$ cat config.mk
export PLATFORM = sky130hd
export DESIGN_NAME = bp_trace_sequencer_flat
export DESIGN_NICKNAME = d
export VERILOG_FILES = /design/src/rtl/bp_trace_sequencer_if.sv /design/src/rtl/bp_trace_sequencer.sv /design/src/flat_wrapper.sv
export SDC_FILE = /design/constraint.sdc
export NUM_CORES = 1
export LEC_CHECK = 0
export CAP_MARGIN = 0
export CELL_PAD_IN_SITES_DETAIL_PLACEMENT = 1
export CELL_PAD_IN_SITES_GLOBAL_PLACEMENT = 2
export CORE_MARGIN = 5
export CORE_UTILIZATION = 35
export CTS_CLUSTER_DIAMETER = 80
export DETAILED_ROUTE_END_ITERATION = 8
export GPL_TIMING_DRIVEN = 0
export HOLD_SLACK_MARGIN = 0.12
export PLACE_DENSITY = 0.83
export SYNTH_ARGS = -nofsm -noshare
export SYNTH_HDL_FRONTEND = slang
export SYNTH_SLANG_ARGS = --single-unit
$ cat constraint.sdc
create_clock -name clk -period 2.67 [get_ports clk]
set_input_delay 0.534 -clock clk [delete_from_list [all_inputs] [get_ports clk]]
set_output_delay 0.534 -clock clk [all_outputs]
set_load 0.005 [all_outputs]
$ cat src/rtl/bp_trace_sequencer_if.sv
// Record stream and predictor pin bundle for bp_trace_sequencer.
// master: trace source / predictor side. slave: the sequencer.
interface bp_trace_sequencer_if;
  // record stream from the trace source
  logic       in_valid;
  logic       in_ready;
  logic [7:0] in_addr;
  logic       in_taken;
  // predictor pins
  logic       bp_mem_reset_done;
  logic       bp_pred_ready;
  logic       bp_prediction;
  logic       bp_training_done;
  logic [7:0] bp_inst_addr;
  logic       bp_new_data;
  logic       bp_truth;

  modport master (
    output in_valid, in_addr, in_taken,
    output bp_mem_reset_done, bp_pred_ready, bp_prediction, bp_training_done,
    input  in_ready, bp_inst_addr, bp_new_data, bp_truth
  );

  modport slave (
    input  in_valid, in_addr, in_taken,
    input  bp_mem_reset_done, bp_pred_ready, bp_prediction, bp_training_done,
    output in_ready, bp_inst_addr, bp_new_data, bp_truth
  );
endinterface

$ cat src/rtl/bp_trace_sequencer.sv
// bp_trace_sequencer: buffers branch records in a small FIFO, issues them one
// at a time to the perceptron predictor and scores the returned predictions.
// Optional watchdog on a stuck predictor: define BP_SEQ_TIMEOUT_EN.
module bp_trace_sequencer #(
  parameter int DEPTH          = 4,
  parameter int CNT_W          = 16,
  parameter int TIMEOUT_CYCLES = 255
) (
  input  logic                  clk,
  input  logic                  rst_n,
  bp_trace_sequencer_if.slave   bus,
  input  logic                  stats_clr_i,
  output logic                  busy_o,
  output logic [CNT_W-1:0]      total_cnt_o,
  output logic [CNT_W-1:0]      mispred_cnt_o,
  output logic                  timeout_err_o
);

  localparam int AW = $clog2(DEPTH);

  typedef enum logic [1:0] {S_INIT, S_IDLE, S_LOAD, S_ACTIVE} state_e;

  state_e           state_q;
  logic [8:0]       mem_q [DEPTH];
  logic [AW:0]      wr_ptr_q, rd_ptr_q;
  logic             empty_w, full_w, push_w, pop_w;
  logic [7:0]       addr_q;
  logic             truth_q, nd_q, busy_q, mis_q;
  logic             done_w, mis_now_w, tmo_w;
  logic [CNT_W-1:0] tot_q, tot_d, mcnt_q, mcnt_d;

  // FIFO status; extra pointer bit separates full from empty
  assign empty_w = (wr_ptr_q == rd_ptr_q);
  assign full_w  = (wr_ptr_q[AW] != rd_ptr_q[AW]) &&
                   (wr_ptr_q[AW-1:0] == rd_ptr_q[AW-1:0]);
  assign push_w  = bus.in_valid && bus.in_ready;
  assign pop_w   = (state_q == S_IDLE) && !empty_w;

  // in_ready is held low while reset is asserted
  assign bus.in_ready = rst_n && !full_w;

  // FIFO storage, data needs no reset
  always_ff @(posedge clk) begin
    if (push_w) mem_q[wr_ptr_q[AW-1:0]] <= {bus.in_addr, bus.in_taken};
  end

  // FIFO pointers
  always_ff @(posedge clk) begin
    if (!rst_n) begin
      wr_ptr_q <= '0;
      rd_ptr_q <= '0;
    end else begin
      if (push_w) wr_ptr_q <= wr_ptr_q + 1'b1;
      if (pop_w)  rd_ptr_q <= rd_ptr_q + 1'b1;
    end
  end

  // completion and mispredict for the current cycle; a same-cycle pred_ready
  // overrides the latched value so the no-training case scores correctly
  assign done_w    = (state_q == S_ACTIVE) && bus.bp_training_done;
  assign mis_now_w = bus.bp_pred_ready ? (bus.bp_prediction != truth_q) : mis_q;

  // issue FSM with registered predictor-side outputs
  always_ff @(posedge clk) begin
    if (!rst_n) begin
      state_q <= S_INIT;
      addr_q  <= '0;
      truth_q <= 1'b0;
      nd_q    <= 1'b0;
      busy_q  <= 1'b0;
      mis_q   <= 1'b0;
    end else begin
      case (state_q)
        S_INIT: begin
          if (bus.bp_mem_reset_done) state_q <= S_IDLE;
        end
        S_IDLE: begin
          if (!empty_w) begin
            {addr_q, truth_q} <= mem_q[rd_ptr_q[AW-1:0]];
            mis_q   <= 1'b0;
            busy_q  <= 1'b1;
            state_q <= S_LOAD;
          end
        end
        S_LOAD: begin
          // address/truth settled for a cycle; now raise new_data
          nd_q    <= 1'b1;
          state_q <= S_ACTIVE;
        end
        S_ACTIVE: begin
          if (bus.bp_pred_ready) mis_q <= mis_now_w;
          if (done_w || tmo_w) begin
            nd_q    <= 1'b0;
            busy_q  <= 1'b0;
            state_q <= S_IDLE;
          end
        end
        default: state_q <= S_INIT;
      endcase
    end
  end

`ifdef BP_SEQ_TIMEOUT_EN
  localparam int TMO_W = ($clog2(TIMEOUT_CYCLES + 1) > 8) ? $clog2(TIMEOUT_CYCLES + 1) : 8;

  logic [TMO_W-1:0] tmo_cnt_q;
  logic             terr_q;

  // last allowed ACTIVE cycle without training_done aborts the record
  assign tmo_w = (state_q == S_ACTIVE) && !bus.bp_training_done &&
                 (tmo_cnt_q == TMO_W'(TIMEOUT_CYCLES - 1));

  // ACTIVE cycle counter and sticky error flag
  always_ff @(posedge clk) begin
    if (!rst_n) begin
      tmo_cnt_q <= '0;
      terr_q    <= 1'b0;
    end else begin
      tmo_cnt_q <= (state_q == S_ACTIVE) ? tmo_cnt_q + 1'b1 : '0;
      if (tmo_w) terr_q <= 1'b1;
    end
  end

  assign timeout_err_o = terr_q;
`else
  logic unused_tmo_cfg;
  assign unused_tmo_cfg = (TIMEOUT_CYCLES == 0);
  assign tmo_w          = 1'b0;
  assign timeout_err_o  = 1'b0;
`endif

  // saturating statistics; clear wins over a same-cycle completion
  always_comb begin
    tot_d  = tot_q;
    mcnt_d = mcnt_q;
    if (stats_clr_i) begin
      tot_d  = '0;
      mcnt_d = '0;
    end else if (done_w) begin
      if (tot_q != '1)                mcnt_d = mcnt_d;
      if (tot_q != '1)                tot_d  = tot_q + CNT_W'(1);
      if (mis_now_w && mcnt_q != '1)  mcnt_d = mcnt_q + CNT_W'(1);
    end
  end

  // statistics registers
  always_ff @(posedge clk) begin
    if (!rst_n) begin
      tot_q  <= '0;
      mcnt_q <= '0;
    end else begin
      tot_q  <= tot_d;
      mcnt_q <= mcnt_d;
    end
  end

  assign bus.bp_inst_addr = addr_q;
  assign bus.bp_truth     = truth_q;
  assign bus.bp_new_data  = nd_q;
  assign busy_o           = busy_q;
  assign total_cnt_o      = tot_q;
  assign mispred_cnt_o    = mcnt_q;

endmodule

$ cat src/flat_wrapper.sv
// flat-port wrapper written by rule: the top's interface ports become plain ports
module bp_trace_sequencer_flat 
#(
  parameter int DEPTH          = 4,
  parameter int CNT_W          = 16,
  parameter int TIMEOUT_CYCLES = 255
)
  (clk, rst_n, stats_clr_i, busy_o, total_cnt_o, mispred_cnt_o, timeout_err_o, bus_in_valid, bus_in_addr, bus_in_taken, bus_bp_mem_reset_done, bus_bp_pred_ready, bus_bp_prediction, bus_bp_training_done, bus_in_ready, bus_bp_inst_addr, bus_bp_new_data, bus_bp_truth);
  bp_trace_sequencer_if bus_i ();
  input  logic clk;
  input  logic rst_n;
  input  logic stats_clr_i;
  output logic busy_o;
  output logic [CNT_W-1:0] total_cnt_o;
  output logic [CNT_W-1:0] mispred_cnt_o;
  output logic timeout_err_o;
  input wire logic [$bits(bus_i.in_valid)-1:0] bus_in_valid;
  input wire logic [$bits(bus_i.in_addr)-1:0] bus_in_addr;
  input wire logic [$bits(bus_i.in_taken)-1:0] bus_in_taken;
  input wire logic [$bits(bus_i.bp_mem_reset_done)-1:0] bus_bp_mem_reset_done;
  input wire logic [$bits(bus_i.bp_pred_ready)-1:0] bus_bp_pred_ready;
  input wire logic [$bits(bus_i.bp_prediction)-1:0] bus_bp_prediction;
  input wire logic [$bits(bus_i.bp_training_done)-1:0] bus_bp_training_done;
  output wire logic [$bits(bus_i.in_ready)-1:0] bus_in_ready;
  output wire logic [$bits(bus_i.bp_inst_addr)-1:0] bus_bp_inst_addr;
  output wire logic [$bits(bus_i.bp_new_data)-1:0] bus_bp_new_data;
  output wire logic [$bits(bus_i.bp_truth)-1:0] bus_bp_truth;
  assign bus_i.in_valid = bus_in_valid;
  assign bus_i.in_addr = bus_in_addr;
  assign bus_i.in_taken = bus_in_taken;
  assign bus_i.bp_mem_reset_done = bus_bp_mem_reset_done;
  assign bus_i.bp_pred_ready = bus_bp_pred_ready;
  assign bus_i.bp_prediction = bus_bp_prediction;
  assign bus_i.bp_training_done = bus_bp_training_done;
  assign bus_in_ready = bus_i.in_ready;
  assign bus_bp_inst_addr = bus_i.bp_inst_addr;
  assign bus_bp_new_data = bus_i.bp_new_data;
  assign bus_bp_truth = bus_i.bp_truth;
  bp_trace_sequencer #(.DEPTH(DEPTH), .CNT_W(CNT_W), .TIMEOUT_CYCLES(TIMEOUT_CYCLES)) u_core (.clk(clk), .rst_n(rst_n), .bus(bus_i), .stats_clr_i(stats_clr_i), .busy_o(busy_o), .total_cnt_o(total_cnt_o), .mispred_cnt_o(mispred_cnt_o), .timeout_err_o(timeout_err_o));
endmodule
==> Yosys cells after proc, flatten, opt, wreduce, memory -nomap -nowiden <==
Memory sizes are Yosys's and may differ from the RTL's. A register that Yosys moved wholly into a read port is not among the register bits.
Index checks and enable logic that the tools add are counted.
Widths: inputs -> output; s select.
{ "classes": {"muxes": 14, "add_sub_neg": 4, "eq_ne": 13, "reduce_logical": 20, "bitwise_logic": 2} }
{ "ops": {"columns": ["operator", "n"], "rows": [
  ["$add 16x1->16 const B", 2],
  ["$ne 16x16->1 const B", 2],
  ["$reduce_and 3->1", 3],
  ["$pmux 2 s4", 1],
  ["$reduce_and 2->1", 4],
  ["$mux 1", 7],
  ["$add 3x1->3 const B", 2],
  ["$logic_and 1x1->1", 6],
  ["$mux 2", 3],
  ["$ne 2x2->1 const B", 3],
  ["$pmux 1 s2", 3],
  ["$eq 2x2->1 const B", 2],
  ["$reduce_bool 2->1", 2],
  ["$eq 3x3->1", 1],
  ["$logic_not 1->1", 3],
  ["$eq 2x1->1 const B", 1],
  ["$eq 2x2->1", 1],
  ["$logic_not 2->1", 1],
  ["$ne 1x1->1", 2],
  ["$ne 2x1->1 const B", 1],
  ["$not 1->1", 2],
  ["$reduce_or 2->1", 1]
]} }
{ "word_totals": {"n_memories": 1, "wordCells": 62, "reg_bits": 43, "ram_bits": 36, "in_bits": 17} }
{ "memory_table": {"columns": ["name", "depth", "word_bits", "read_ports", "rd_clocked_by_memory_dff", "wr", "line", "rtl"], "rows": [
  ["u_core.mem_q", 4, 9, 1, 1, 1, "bp_trace_sequencer.sv:24", "logic [8:0] mem_q [DEPTH];"]
]} }

==> Longest topological paths before layout <==
{ "logic_depth": {"depth_word": 7, "mapped_depth": 7, "mapped_depth_nobuf": 6} }

==> Worst setup path before layout <==
No wires, ideal clock.
{ "synth_path": {"path_type": "flip-flop to flip-flop", "from": "register u_core.state_q[0]", "to": "register u_core.tot_q[15] (netlist: u_core.total_cnt_o[15])", "period_less_slack_ns": 1.933, "stages_incl_launch_ff": 7, "t_required_ns": 2.600, "arrival_ns": 1.863, "n_path_buf": 1, "setup_slack_ns": 0.737, "cell_sequence": "dfxtp_1 > ha_1 > buf_6 > nand2_1 > or4_4 > or4_1 > a21oi_1"} }
{ "synth_via": {"elab_chain_len": 3} }
{ "synth_lines": {"columns": ["item", "line", "rtl"], "rows": [
  ["start: declaration", "bp_trace_sequencer.sv:23", "state_e state_q;"],
  ["start signal: assignment", "bp_trace_sequencer.sv:66", "state_q <= S_INIT;"],
  ["start signal: assignment", "bp_trace_sequencer.sv:75", "if (bus.bp_mem_reset_done) state_q <= S_IDLE;"],
  ["start signal: assignment", "bp_trace_sequencer.sv:82", "state_q <= S_LOAD;"],
  ["$eq 2x2->1", "bp_trace_sequencer.sv:60", "assign done_w = (state_q == S_ACTIVE) && bus.bp_training_done;"],
  ["$logic_and 1x1->1", "bp_trace_sequencer.sv:60", null],
  ["$reduce_and 2->1 (no source line)", null, null],
  ["end signal: assignment", "bp_trace_sequencer.sv:152", "tot_q <= tot_d;"],
  ["end: declaration", "bp_trace_sequencer.sv:30", "logic [CNT_W-1:0] tot_q, tot_d, mcnt_q, mcnt_d;"]
]} }
Every way passes these cells.
A chain may end at the register's enable or synchronous reset.

==> Worst setup path after layout <==
{ "layout_path": {"from": "register u_core.wr_ptr_q[1]", "to": "output bus_in_ready"} }
{ "layout_via": {"elab_chain_len": 4} }
{ "layout_lines": {"columns": ["item", "line", "rtl"], "rows": [
  ["start: declaration", "bp_trace_sequencer.sv:25", "logic [AW:0] wr_ptr_q, rd_ptr_q;"],
  ["start signal: assignment", "bp_trace_sequencer.sv:53", "if (push_w) wr_ptr_q <= wr_ptr_q + 1'b1;"],
  ["$eq 2x2->1", "bp_trace_sequencer.sv:35", "(wr_ptr_q[AW-1:0] == rd_ptr_q[AW-1:0]);"],
  ["$logic_and 1x1->1", "bp_trace_sequencer.sv:34", "assign full_w = (wr_ptr_q[AW] != rd_ptr_q[AW]) &&"],
  ["$logic_not 1->1", "bp_trace_sequencer.sv:40", "assign bus.in_ready = rst_n && !full_w;"],
  ["$logic_and 1x1->1", "bp_trace_sequencer.sv:40", null],
  ["end: declaration", "flat_wrapper.sv:24", "output wire logic [$bits(bus_i.in_ready)-1:0] bus_in_ready;"]
]} }
Every way passes these cells.

==> flow_metrics.env <==
export IMPL_fin_skew_ns=0.00824
export IMPL_r2r_start="u_core.state_q[0]$_SDFFE_PN0P_"
export IMPL_worst_setup_path_start_kind="flop"
export IMPL_relSlewSlack_pct=45.0
export IMPL_fp_dieH_microns=118
export IMPL_power_w=0.00363
export IMPL_ant_nets=0
export IMPL_drtPass1Iterations=4
export IMPL_antennaDiodeCount=0
export IMPL_synthMuxAreaShare_pct=10.2
export IMPL_grt_pass1_vias=3266
export IMPL_nFillCells=1235
export IMPL_synth_cell_type_count=58
export IMPL_fin_crit_ns=2.43
export IMPL_drt_wl_total_mm=9.95
export IMPL_hold_start="u_core.total_cnt_o[15]$_SDFFE_PP0P_"
export IMPL_required_ns=2.14
export IMPL_slew_viol_final=0
export IMPL_holdWs_ns=0.499
export IMPL_synth_top_family_by_area="simple AND/OR/NAND/NOR gates"
export IMPL_place_congestion=0.809
export IMPL_htreeDepth=3
export IMPL_critPathKind="reg2out"
export IMPL_grt_max_degree=17
export IMPL_synth_edf_count=36
export IMPL_antenna_found_initial=0
export IMPL_synth_avg_cell_area_sq_um=11.3
export IMPL_viasPerCell=5.37
export IMPL_vdd_ir_drop_worst_v=0.000616
export IMPL_overflow=0
export IMPL_cts_root_buf="clkbuf_16"
export IMPL_rsz0062_at_grt="no"
export IMPL_outcome="completed"
export IMPL_drt_iter0_drc=149
export IMPL_grt_use_total_pct=14.7
export IMPL_num_nets_final=461
export IMPL_grt_pass1_wl_mm=16.6
export IMPL_drive_above_1_share_pct=9.38
export IMPL_cts_buffer_depth=2
export IMPL_cp_max_fo=5
export IMPL_synth_adder_area_share_pct=3.70
export IMPL_start_util_pct=35.7
export IMPL_vias=3113
export IMPL_die_w_microns=118
export IMPL_regArea_sq_um=2120
export IMPL_synth_top_flop_cell="dfxtp_1"
export IMPL_multi_input_area_sq_um=1810
export IMPL_die_area_sq_um=13900
export IMPL_pre_cts_slack_ns=-0.181
export IMPL_ys_seq_area_share_pct=52.3
export IMPL_end_kind="output port"
export IMPL_wire_per_inst_microns=17.2
export IMPL_drc=0
export IMPL_clock_sinks=88
export IMPL_worstPathArrival_ns=1.90
export IMPL_fin_cells=580
export IMPL_setup_worst_path_start="u_core.wr_ptr_q[1]$_SDFFE_PN0P_"
export IMPL_core_sq_um=11400
export IMPL_tightestPinTransition_ns=0.817
export IMPL_cts_made_buffers=9
export IMPL_cts_hold_buf=0
export IMPL_maxCapViolations=0
export IMPL_fmax_mhz=412
export IMPL_yosys_area_share_xor_xnor_pct=1.73
export IMPL_hold_viol=0
export IMPL_yosys_warnings=0
export IMPL_clk_pin_slew_ns=0.07
export IMPL_hpwl_mm=7.11
export IMPL_finalSetupViolations=0
export IMPL_ctsResizeCount=0
export IMPL_power_density_nw_per_um2=699
export IMPL_cts_tree="done"
export IMPL_synth_compound_area_share_pct=12.4
export IMPL_fin_crit_sh_pct=91.0
export IMPL_post_cts_buffers=0
export IMPL_ys_ff_latch=88
export IMPL_leakage_nw=1.85
export IMPL_boundaryPins=62
export IMPL_area_growth_pct=28.1
export IMPL_hold_path_class="reg2reg"
export IMPL_place_inst=562
export IMPL_portBuffers=60
export IMPL_layout_commonest_cell="clkdlybuf4s50_1"
export IMPL_synth_cells=359
export IMPL_setup_slack_ns=0.240
export IMPL_synthesis_area_sq_um=4060
export IMPL_synth_fp_nets=388
export IMPL_clock_latency_ns=0.35
export IMPL_synthArstFlopShare_pct=0
export IMPL_placementRows=39
export IMPL_layout_common_cells="clkdlybuf4s50_1, dfxtp_1, edfxtp_1, nand2_1, mux2i_1"
export IMPL_synthSimpleGateAreaFrac_pct=16.6
[where the power goes]
part           switching [W]  total [W]  internal (W)
logic               0.000308   0.000617      0.000309
registers          0.0000625    0.00155       0.00149
clock network       0.000546    0.00147      0.000923
total               0.000916    0.00363       0.00272
[state kept, by name, indices dropped and copies added, names as in the netlist]
signal / cells
u_core.wr_ptr_q: 3
u_core.mis_q: 1
u_core.mem_q: 36
u_core.bus.bp_inst_addr: 8
u_core.bus.bp_new_data: 1
u_core.rd_ptr_q: 3
u_core.mispred_cnt_o: 16
u_core.bus.bp_truth: 1
u_core.state_q: 2
u_core.busy_o: 1
u_core.total_cnt_o: 16
[worst max-delay path, stage by stage (launching register included)]
cell and delay, ns:
dfxtp_1 0.43, xor2_1 0.28, o31a_1 0.29, clkdlybuf4s50_1 0.55
[logic make-up (layout without fill, tap and decap cells)]
group | after synthesis | in the layout
and+or+nand+nor | 120 | 120
DFF | 88 | 88
AOI/OAI and AO/OA | 72 | 72
muxes | 30 | 30
buffers and inverters | 28 | 106
adders and majority gates | 12 | 12
xor gates and xnor gates | 8 | 8
other | 1 | 1
[worst paths after layout]
kind,end,slack (ns),cells after the start
setup / recovery,bus_in_ready,0.24,3
hold / removal,u_core.total_cnt_o[15]$_SDFFE_PP0P_,0.50,2
setup reg to reg,u_core.total_cnt_o[15]$_SDFFE_PP0P_,0.54,6
hold reg to reg,u_core.total_cnt_o[15]$_SDFFE_PP0P_,0.50,2
[per-stage QoR]
stage          utilization [%]  TNS [ns]  instance area [sq um]
4_1_cts                   45.6         0                   5180
3_5_place_dp              42.6     -1.16                   4840
5_1_grt                   45.7         0                   5200
2_1_floorplan                -         0                   4060
3_3_place_gp              42.6    -0.652                   4840
6_report                  45.7         0                   5200
[final cells by class]
type                    instances  area share [%]
flip-flops and latches         88            40.8
multi-input cells             243            34.9
repair buffers                 62            11.8
clock buffers                  10            4.40
well taps                     143            3.44
clock inverters                 6            2.24
plain buffers                  13            1.30
inverters                      15            1.08
[synth_stat cells, types with 3 or more instances]
cell      instances  area, sq um
o31ai_1           8         60.1
nor2_1           17         63.8
or3_1             8         50.1
ha_1             12          150
nand2b_1          9         56.3
and4_1            3         26.3
nand3_1          12         60.1
nor4_1            3         18.8
nor3_1            6         30.0
and3_1           10         62.6
dfxtp_1          52         1040
buf_2             3         15.0
a21oi_1          20          100
a211oi_1          7         52.6
or4_1             6         45.0
xor2_1            6         52.6
o21ai_0           9         45.0
nand4_1          11         68.8
edfxtp_1         36         1080
clkbuf_1          7         26.3
inv_1            15         56.3
mux2i_1          21          210
nand2_1          25         93.8
mux4_2            9          203
[layer usage]
layer	share of wire, %	vias to the layer above	GRT usage [%]
met5	0	-	0
met4	1.6	0	4.80
met2	52	57	26.1
met3	5.1	14	5.48
met1	41	1517	16.1
li1	-	1525	-
No activity file was read; power rests on OpenSTA's default activity.
